[src/rtl/uart_pkg.sv]
// Shared types and constants for the UART I/O unit.
//   - ctrl_state_t : control FSM states of uart_io_unit (IDLE/SEND/RECV)
//   - rx_state_t   : receiver FSM states of uart_rx
//   - DATA_BITS, FRAME_BITS : 8N1 framing (start + 8 data + stop)
//   - CLKS_PER_BIT_DEF      : default bit period (100 MHz / 115200)
package uart_pkg;

  localparam int DATA_BITS        = 8;
  localparam int FRAME_BITS       = 10;
  localparam int CLKS_PER_BIT_DEF = 868;

  typedef enum logic [1:0] {
    IDLE,
    SEND,
    RECV
  } ctrl_state_t;

  typedef enum logic [2:0] {
    HUNT,
    START,
    DATA,
    STOP,
    WAIT_IDLE
  } rx_state_t;

endpackage

[src/rtl/uart_io_unit_if.sv]
// Request/response bus between the CPU core I/O instructions and uart_io_unit.
//   uart_go   : one-cycle request strobe (core -> unit)
//   rors      : request type sampled with uart_go, 1 = receive, 0 = send
//   txdata    : byte to send, sampled with uart_go when rors = 0
//   uart_done : one-cycle completion pulse (unit -> core)
//   rxdata    : last successfully received byte
// master = core side, slave = uart_io_unit side.
interface uart_io_unit_if;

  logic       uart_go;
  logic       rors;
  logic [7:0] txdata;
  logic       uart_done;
  logic [7:0] rxdata;

  modport master (
    output uart_go,
    output rors,
    output txdata,
    input  uart_done,
    input  rxdata
  );

  modport slave (
    input  uart_go,
    input  rors,
    input  txdata,
    output uart_done,
    output rxdata
  );

endinterface

[src/rtl/uart_io_unit_rx.sv]
// uart_rx: 8N1 serial receiver with a 2-flop input synchroniser.
// Ports:
//   clk, rst   : system clock, asynchronous active-high reset
//   enable     : allows start-bit hunting; dropping it abandons any frame
//   rxd        : serial input, asynchronous to clk
//   byte_data  : assembled byte, meaningful when byte_valid pulses
//   byte_valid : one-cycle pulse after a frame with a good stop bit
//   active     : receiver is inside a frame (not hunting)
//
// state     | meaning
// HUNT      | waiting for a synchronised 1->0 edge
// START     | counting to start-bit middle, re-checking it is still low
// DATA      | sampling 8 data bits at mid-bit, LSB first
// STOP      | sampling the stop bit at mid-bit
// WAIT_IDLE | framing error seen, waiting for the line to go high
module uart_rx
  import uart_pkg::*;
#(
  parameter int CLKS_PER_BIT = CLKS_PER_BIT_DEF
) (
  input  logic                 clk,
  input  logic                 rst,
  input  logic                 enable,
  input  logic                 rxd,
  output logic [DATA_BITS-1:0] byte_data,
  output logic                 byte_valid,
  output logic                 active
);

  localparam int CW = $clog2(CLKS_PER_BIT);

  rx_state_t            state;
  logic                 rx_meta;
  logic                 rx_sync;
  logic                 rx_prev;
  logic [CW-1:0]        cnt;
  logic [2:0]           bit_idx;
  logic [DATA_BITS-1:0] shift;

  assign byte_data = shift;
  assign active    = (state != HUNT);

  always_ff @(posedge clk or posedge rst) begin
    if (rst) begin
      rx_meta    <= 1'b1;
      rx_sync    <= 1'b1;
      rx_prev    <= 1'b1;
      state      <= HUNT;
      cnt        <= '0;
      bit_idx    <= '0;
      shift      <= '0;
      byte_valid <= 1'b0;
    end else begin
      rx_meta    <= rxd;
      rx_sync    <= rx_meta;
      rx_prev    <= rx_sync;
      byte_valid <= 1'b0;
      if (!enable) begin
        state <= HUNT;
      end else begin
        case (state)
          HUNT: begin
            if (rx_prev && !rx_sync) begin
              cnt   <= CW'(CLKS_PER_BIT / 2 - 1);
              state <= START;
            end
          end
          START: begin
            if (cnt != '0) begin
              cnt <= cnt - CW'(1);
            end else if (rx_sync) begin
              state <= HUNT;  // glitch shorter than half a bit
            end else begin
              cnt     <= CW'(CLKS_PER_BIT - 1);
              bit_idx <= '0;
              state   <= DATA;
            end
          end
          DATA: begin
            if (cnt != '0) begin
              cnt <= cnt - CW'(1);
            end else begin
              shift <= {rx_sync, shift[DATA_BITS-1:1]};
              cnt   <= CW'(CLKS_PER_BIT - 1);
              if (bit_idx == 3'(DATA_BITS - 1)) begin
                state <= STOP;
              end else begin
                bit_idx <= bit_idx + 3'd1;
              end
            end
          end
          STOP: begin
            if (cnt != '0) begin
              cnt <= cnt - CW'(1);
            end else if (rx_sync) begin
              byte_valid <= 1'b1;
              state      <= HUNT;
            end else begin
              state <= WAIT_IDLE;
            end
          end
          WAIT_IDLE: begin
            if (rx_sync) state <= HUNT;
          end
          default: state <= HUNT;
        endcase
      end
    end
  end

endmodule

[src/rtl/uart_io_unit.sv]
// uart_io_unit: byte-wide 8N1 UART endpoint for the CPU core I/O instructions.
// Ports:
//   clk  : system clock
//   rstn : asynchronous reset, active HIGH despite the name
//   bus  : uart_io_unit_if.slave (uart_go, rors, txdata, uart_done, rxdata)
//   txd  : serial output, idle high
//   rxd  : serial input, asynchronous to clk
// Build option UART_RX_BUF_EN: receiver runs continuously and keeps the
// latest byte that arrives outside a receive request in a one-byte buffer.
//
// state | meaning
// IDLE  | waiting for uart_go
// SEND  | shifting out start, 8 data bits, stop
// RECV  | waiting for a valid received byte
module uart_io_unit
  import uart_pkg::*;
#(
  parameter int CLKS_PER_BIT = CLKS_PER_BIT_DEF
) (
  input  logic          clk,
  input  logic          rstn,
  uart_io_unit_if.slave bus,
  output logic          txd,
  input  logic          rxd
);

  localparam int CW = $clog2(CLKS_PER_BIT);

  ctrl_state_t           state;
  logic [CW-1:0]         tx_cnt;
  logic [3:0]            tx_bit;
  logic [FRAME_BITS-1:0] tx_frame;

  logic                  rx_enable;
  logic                  rx_valid;
  logic                  rx_active;
  logic [DATA_BITS-1:0]  rx_byte;

`ifdef UART_RX_BUF_EN
  logic [DATA_BITS-1:0]  rx_buf_data;
  logic                  rx_buf_valid;

  assign rx_enable = 1'b1;
`else
  // Hunt only during a request, but let a frame already underway finish.
  assign rx_enable = (state == RECV) || rx_active;
`endif

  uart_rx #(
    .CLKS_PER_BIT (CLKS_PER_BIT)
  ) u_rx (
    .clk        (clk),
    .rst        (rstn),
    .enable     (rx_enable),
    .rxd        (rxd),
    .byte_data  (rx_byte),
    .byte_valid (rx_valid),
    .active     (rx_active)
  );

  always_ff @(posedge clk or posedge rstn) begin
    if (rstn) begin
      state         <= IDLE;
      tx_cnt        <= '0;
      tx_bit        <= '0;
      tx_frame      <= '1;
      txd           <= 1'b1;
      bus.uart_done <= 1'b0;
      bus.rxdata    <= '0;
`ifdef UART_RX_BUF_EN
      rx_buf_data   <= '0;
      rx_buf_valid  <= 1'b0;
`endif
    end else begin
      bus.uart_done <= 1'b0;
`ifdef UART_RX_BUF_EN
      if (rx_valid && state != RECV) begin
        rx_buf_data  <= rx_byte;
        rx_buf_valid <= 1'b1;
      end
`endif
      case (state)
        IDLE: begin
          if (bus.uart_go) begin
            if (bus.rors) begin
              state <= RECV;
            end else begin
              // Frame LSB is the start bit; txd leaves idle on this edge.
              tx_frame <= {1'b1, bus.txdata, 1'b0};
              txd      <= 1'b0;
              tx_cnt   <= CW'(CLKS_PER_BIT - 1);
              tx_bit   <= '0;
              state    <= SEND;
            end
          end
        end
        SEND: begin
          if (tx_cnt != '0) begin
            tx_cnt <= tx_cnt - CW'(1);
          end else if (tx_bit == 4'(FRAME_BITS - 1)) begin
            txd           <= 1'b1;
            bus.uart_done <= 1'b1;
            state         <= IDLE;
          end else begin
            tx_frame <= {1'b1, tx_frame[FRAME_BITS-1:1]};
            txd      <= tx_frame[1];
            tx_cnt   <= CW'(CLKS_PER_BIT - 1);
            tx_bit   <= tx_bit + 4'd1;
          end
        end
        RECV: begin
`ifdef UART_RX_BUF_EN
          // A fresh byte wins over an older buffered one.
          if (rx_valid) begin
            bus.rxdata    <= rx_byte;
            bus.uart_done <= 1'b1;
            rx_buf_valid  <= 1'b0;
            state         <= IDLE;
          end else if (rx_buf_valid) begin
            bus.rxdata    <= rx_buf_data;
            bus.uart_done <= 1'b1;
            rx_buf_valid  <= 1'b0;
            state         <= IDLE;
          end
`else
          if (rx_valid) begin
            bus.rxdata    <= rx_byte;
            bus.uart_done <= 1'b1;
            state         <= IDLE;
          end
`endif
        end
        default: state <= IDLE;
      endcase
    end
  end

endmodule

[src/flat_wrapper.sv]
// flat-port wrapper written by rule: the top's interface ports become plain ports
module uart_io_unit_flat import uart_pkg::*;
#(
  parameter int CLKS_PER_BIT = CLKS_PER_BIT_DEF
)
  (clk, rstn, txd, rxd, bus_uart_go, bus_rors, bus_txdata, bus_uart_done, bus_rxdata);
  uart_io_unit_if bus_i ();
  input  logic clk;
  input  logic rstn;
  output logic txd;
  input  logic rxd;
  input wire logic [$bits(bus_i.uart_go)-1:0] bus_uart_go;
  input wire logic [$bits(bus_i.rors)-1:0] bus_rors;
  input wire logic [$bits(bus_i.txdata)-1:0] bus_txdata;
  output wire logic [$bits(bus_i.uart_done)-1:0] bus_uart_done;
  output wire logic [$bits(bus_i.rxdata)-1:0] bus_rxdata;
  assign bus_i.uart_go = bus_uart_go;
  assign bus_i.rors = bus_rors;
  assign bus_i.txdata = bus_txdata;
  assign bus_uart_done = bus_i.uart_done;
  assign bus_rxdata = bus_i.rxdata;
  uart_io_unit #(.CLKS_PER_BIT(CLKS_PER_BIT)) u_core (.clk(clk), .rstn(rstn), .bus(bus_i), .txd(txd), .rxd(rxd));
endmodule
[config.mk]
export PLATFORM = sky130hd
export DESIGN_NAME = uart_io_unit_flat
export DESIGN_NICKNAME = d
export VERILOG_FILES = /design/src/rtl/uart_pkg.sv /design/src/rtl/uart_io_unit_if.sv /design/src/rtl/uart_io_unit_rx.sv /design/src/rtl/uart_io_unit.sv /design/src/flat_wrapper.sv
export SDC_FILE = /design/constraint.sdc
export NUM_CORES = 1
export LEC_CHECK = 0
export BUFFER_PORTS_ARGS = -buffer_cell sky130_fd_sc_hd__clkbuf_2
export CAP_MARGIN = 10
export CORE_AREA = 2 2 67 95
export DETAILED_ROUTE_END_ITERATION = 6
export DIE_AREA = 0 0 69 97
export GPL_ROUTABILITY_DRIVEN = 0
export PLACE_DENSITY_LB_ADDON = 0.05
export SYNTH_ARGS = -nofsm -noshare
export SYNTH_HDL_FRONTEND = slang
export SYNTH_HIERARCHICAL = 1
export SYNTH_SLANG_ARGS = --single-unit
export TNS_END_PERCENT = 5
[constraint.sdc]
create_clock -name clk -period 2.6 [get_ports clk]
set_input_delay 0.52 -clock clk [delete_from_list [all_inputs] [get_ports clk]]
set_output_delay 0.52 -clock clk [all_outputs]
set_load 0.02 [all_outputs]
# Word level (Yosys, flattened, before mapping)
# Index checks and enable logic that the tools add are counted.
# Widths: inputs -> output; s select.
classes:
  add_sub_neg: 4
  eq_ne: 28
  n_mux: 55
  bitwise_logic: 1
  n_reduce_logical: 20
op_table:
  columns: ["operator", "count"]
  rows:
  - ["$mux 10", 13]
  - ["$pmux 10 s2", 2]
  - ["$pmux 10 s4", 1]
  - ["$mux 3", 12]
  - ["$ne 2x2->1 const B", 11]
  - ["$ne 3x3->1 const B", 7]
  - ["$reduce_bool 10->1", 2]
  - ["$sub 10x1->10 const B", 2]
  - ["$mux 4", 4]
  - ["$pmux 3 s5", 1]
  - ["$mux 2", 6]
  - ["$reduce_and 4->1", 3]
  - ["$reduce_and 6->1", 2]
  - ["$mux 1", 11]
  - ["$reduce_and 5->1", 2]
  - ["$pmux 4 s2", 1]
  - ["$eq 3x2->1 const B", 2]
  - ["$eq 3x3->1 const B", 2]
  - ["$pmux 2 s3", 1]
  - ["$pmux 3 s2", 1]
  - ["$add 4x1->4 const B", 1]
  - ["$eq 4x4->1 const B", 1]
  - ["$pmux 1 s2", 2]
  - ["$reduce_bool 2->1", 2]
  - ["16 further kinds", 16]
totals:
  regBits: 64
  inputBits: 13
  output_inout_bits: 10
  wordCells: 123

# Depth between registers and ports, before layout
logic_depth:
  ltp_word: 5
  mapped_depth: 8
  mapped_depth_nobuf: 7

# By module
# Netlist, hierarchy kept.
by_module_without_submodules:
  columns: ["module", "instances", "cells_per_inst", "area_per_inst_um2", "seq_area_each_um2"]
  rows:
  - ["uart_io_unit", 1, 164, 1853.0, 862.1]
  - ["uart_rx", 1, 147, 1554.0, 704.4]

# Least setup slack after synthesis
# Ideal clock, no wire load.
synth_path:
  kind: "reg2reg"
  startpoint: "register u_core.tx_cnt[5]"
  endpoint: "register u_core.tx_frame[1]"
  setup_ns: 0.082
  t_arrival_ns: 2.182
  required_time_ns: 2.518
  slack_ns: 0.335
  path_stages_with_launch: 6
  n_path_buf: 1
  period_less_slack_ns: 2.265
  cell_sequence: "dfrtp_1 or4_4 or4_4 a21oi_4 buf_8 mux2_4"
synth_between:
  elab_chain_len: 3
synth_rtl:
  columns: ["element", "line_no", "source"]
  rows:
  - ["from (decl)", "uart_io_unit.sv:30", "logic [CW-1:0] tx_cnt;"]
  - ["from (signal assigned)", "uart_io_unit.sv:91", "tx_cnt <= CW'(CLKS_PER_BIT - 1);"]
  - ["from (signal assigned)", "uart_io_unit.sv:99", "tx_cnt <= tx_cnt - CW'(1);"]
  - ["from (signal assigned)", "uart_io_unit.sv:107", "tx_cnt <= CW'(CLKS_PER_BIT - 1);"]
  - ["$reduce_bool 10->1", "uart_io_unit.sv:98", "if (tx_cnt != '0) begin"]
  - ["$ne 2x2->1 (no source line)", null, null]
  - ["$reduce_and 5->1 (no source line)", null, null]
  - ["to (signal assigned)", "uart_io_unit.sv:89", "tx_frame <= {1'b1, bus.txdata, 1'b0};"]
  - ["to (signal assigned)", "uart_io_unit.sv:105", "tx_frame <= {1'b1, tx_frame[FRAME_BITS-1:1]};"]
  - ["to (decl)", "uart_io_unit.sv:32", "logic [FRAME_BITS-1:0] tx_frame;"]
# Every way passes these cells.
# A chain may end at the register's enable or synchronous reset.

# Worst setup path after layout
layout_path:
  startpoint: "register u_core.tx_cnt[5]"
  endpoint: "register u_core.tx_bit[0]"
layout_between:
  elab_chain_len: 3
layout_rtl:
  columns: ["element", "line_no", "source"]
  rows:
  - ["$reduce_bool 10->1", "uart_io_unit.sv:98", null]
  - ["$ne 2x2->1 (no source line)", null, null]
  - ["$reduce_and 5->1 (no source line)", null, null]
  - ["to (signal assigned)", "uart_io_unit.sv:108", "tx_bit <= tx_bit + 4'd1;"]
  - ["to (decl)", "uart_io_unit.sv:31", "logic [3:0] tx_bit;"]
# Every way passes these cells.

==> run_results.csv <==
group,metric,value,unit
cts,post-cts-setup-buffers,0,
place,port_buffers,22,
sta,worst_pin_slew,0.682,ns
synth,post_synth_num_cell_types,63,
floorplanning,die_y,97,um
routing,route.antenna.remaining_nets,0,
place,dpl_worst_slack,0.161,ns
final_layout,final-seq-area,1570,um2
floorplanning,std_cell_rows,33,
sta,setup_viol,0,
pwr,report.power.total,3.47,mW
final_layout,final.fill_count,487,
setup_path,critical_path.max_fanout,9,
sta,slew-limit-headroom,0.541,
routing,drt_wl_total,7000,um
floorplanning,top_level_ports,23,
place,dpl-instance-area,3640,um2
synth,synth-warning-count,6,
grt,first_global_vias,2737,
sta,fmaxAchievable,409,MHz
cts,worst_skew_pair.late_latency,0.34,ns
routing,sum_of_met3_wire_segment_lengths_after_detailed_routing,228,um
setup_path,worstSetupPathType,"reg -> reg",
setup_path,critical_path.reg2reg.startpoint,"u_core/tx_cnt[5]",
floorplanning,core_region_area,5780,um2
routing,total_routed_wire_length_on_the_met1_layer,2740,um
sta,layout_min_cycle_time,2.45,ns
routing,drc,0,
sta,timing_hold_violations_final,0,
hold_path,worst_hold_path_type,"in -> async",
final_layout,finish.net_count,370,
run_status,outcome,"finished, final reports clean",
setup_path,worst_r2r_path_depth,4,
cts,cts.sink_count,62,
routing,wl_met2,3860,um
setup_path,type_of_origin_of_the_critical_path,"flop",
cts,cts_tree,"done",
place,hpwl,5140,um
final_layout,final_cell_area,3830,um2
routing,top_layer,"met4",
cts,clock_tree.root_cell,"sky130_fd_sc_hd__clkbuf_8",
grt,global_route_wire_length_before_repair,12300,um
synth,mappedNetlistNets,335,
final_layout,fin_util,0.663,
setup_path,timing.critical_path.cells,"or4_4 > or4_4 > a21oi_4 > mux2_2",
cts,post_cts.resized_instances,0,
final_layout,drive_above_1_share,0.328,
grt,number_of_antenna_violations_at_the_first_check_in_global_routing,0,
setup_path,worstPathRequired,2.82,ns
setup_path,critical_path.most_common_cell,"sky130_fd_sc_hd__or4_4",
pwr,power-per-cell-area,904,nW/um2
cts,cts.clk_slew.worst_paths,0.07,ns
sta,grt_setup_unrepaired,"false",
synth,postSynth.asyncResetShare,1.00,
synth,synthesis.area,3410,um2
synth,yosys_most_used_dff,"sky130_fd_sc_hd__dfrtp_1",
grt,grt_start_max_net_pins,31,
routing,routedWlPerCell,16.6,um
floorplanning,initial_core_util,0.589,
setup_path,critical_path_buf_inv_count,0,
sta,slew_viol_final,0,
final_layout,antenna_cells,0,
synth,synth_top_cells_by_area,"sky130_fd_sc_hd__dfrtp_1 37%, sky130_fd_sc_hd__dfstp_2 9.3%, sky130_fd_sc_hd__mux2_2 8.9%",
setup_path,timing.critical_path.slowest_stage_cell,"sky130_fd_sc_hd__or4_4",
setup_path,setup.worst_path.end_class,"flop",
synth,synth_largest_type_area_fraction,0.367,
synth,postSynthAreaPerCell,11.0,um2
cts,clock_tree.buffer_depth,2,
grt,grt_overflow_total,0,
pwr,worst_ir_drop_vdd,0.499,mV
routing,post_drt_via_cell_ratio,6.18,
final_layout,flow.area_growth_from_synthesis,12.6,%
floorplanning,dieArea,6690,um2
setup_path,cp_slowest_stage_delay,0.58,ns
cts,cts_max_level,3,
synth,seq_area_frac_synth,0.460,
setup_path,crit_path_dat,2.67,ns
setup_path,worst_setup_path_startpoint,"u_core/tx_cnt[5]",
synth,number_of_register_bits_inferred_by_synthesis,62,
routing,detail_route.iter0.violations,102,
synth,syn_inst,311,
sta,fin_crit_sh,0.941,
synth,most_used_standard_cell_by_instance_count_after_synthesis,"sky130_fd_sc_hd__dfrtp_1",
floorplanning,x_dimension_of_the_die,69,um
setup_path,worst_path_dominant_cell_family,"simple AND/OR/NAND/NOR gates",
grt,grt_util_all_layers,0.227,
pwr,leakagePower,1.68,nW
synth,synth_top_cells_by_count,"50 x sky130_fd_sc_hd__dfrtp_1, 27 x sky130_fd_sc_hd__mux2_2, 20 x sky130_fd_sc_hd__inv_1",
sta,final.setup_skew,0.0110,ns
cts,numCtsBuffers,9,
routing,via_count,2603,
synth,synth_enable_flop_cells,0,
routing,detail_route.first_pass.iterations,4,
final_layout,multiInputGateArea,1720,um2
sta,setup_total_negative_slack,0,ns
setup_path,cp.depth,4,
cts,holdBufCountCts,0,
sta,finalWorstSetupSlack,0.154,ns
synth,yosys.area.top_type,"sky130_fd_sc_hd__dfrtp_1",
job,max-cap-violations,0,
-- cells by family (layout without fill, tap and decap cells) --
| family | Yosys count | in the layout | share of synthesized area |
|---|---|---|---|
| simple gates | 112 | 112 | 0.211 |
| flops | 62 | 62 | 0.460 |
| mux | 38 | 38 | 0.129 |
| fa+ha+maj | 11 | 11 | 0.0404 |
| buf+inv | 29 | 69 | 0.0367 |
| compound gates | 58 | 58 | 0.121 |
| xor+xnor | 1 | 1 | 0.00257 |
-- layer usage --
layer	track usage	vias up
met4	0.112	0
met1	0.249	1273
met3	0.0552	17
li1	-	1242
met5	0	-
met2	0.403	71
-- sequential cells by signal, summed over array words and instances (netlist names) --
name / flops
u_core/tx_cnt: 10
u_core/u_rx/cnt: 10
u_core/bus.rxdata: 8
u_core/tx_frame: 8
u_core/u_rx/byte_data: 8
u_core/tx_bit: 4
u_core/u_rx/bit_idx: 3
u_core/u_rx/state: 3
u_core/state: 2
u_core/bus.uart_done: 1
u_core/txd: 1
u_core/u_rx/byte_valid: 1
u_core/u_rx/rx_meta: 1
u_core/u_rx/rx_prev: 1
u_core/u_rx/rx_sync: 1
-- through the flow --
| stage | instances | hold slack [ns] |
|---|---|---|
| 6_report | 421 | 0.0665 |
| 5_1_grt | 421 | 0.0669 |
| 4_1_cts | 421 | 0.0549 |
| 3_5_place_dp | 405 | 0.353 |
| 3_3_place_gp | 405 | 0.346 |
| 2_1_floorplan | 311 | 0.345 |
-- final timing paths --
kind	to	slack, ns
worst max-delay path	u_core/tx_bit[0]	0.15
worst min-delay path	u_core/bus.rxdata[4]	0.07
worst max register to register	u_core/tx_bit[0]	0.15
worst min register to register	u_core/u_rx/rx_sync	0.36
max in group asynchronous	u_core/tx_frame[2]	1.86
min in group clk	u_core/u_rx/rx_meta	0.27
-- final cells by class --
type                       count  area share
multi-input combinational    220       0.447
inverter                      20      0.0196
timing repair buffer          33      0.0502
sequential                    62       0.408
tap                           70      0.0228
clock buffer                   9      0.0323
clock inverter                 7      0.0192
-- cell usage in the layout (no fill, tap or decap), types with 12 or more instances in the layout --
| master | synthesis | layout |
|---|---|---|
| sky130_fd_sc_hd__clkbuf_2 | 0 | 22 |
| sky130_fd_sc_hd__nand3_1 | 12 | 12 |
| sky130_fd_sc_hd__dfrtp_1 | 50 | 50 |
| sky130_fd_sc_hd__mux2_2 | 27 | 27 |
| sky130_fd_sc_hd__a21oi_1 | 14 | 14 |
| sky130_fd_sc_hd__dfstp_2 | 12 | 12 |
| sky130_fd_sc_hd__nor2_1 | 12 | 12 |
| sky130_fd_sc_hd__inv_1 | 20 | 20 |
| sky130_fd_sc_hd__nor3_1 | 12 | 12 |
-- power breakdown --
part           total (mW)  switching (mW)  internal [mW]  leakage, nW
registers            1.41           0.193           1.21        0.772
clock network       0.843           0.398          0.445       0.0996
logic                1.22           0.659          0.556        0.808
Note: power is estimated with default switching activity, not from simulation.
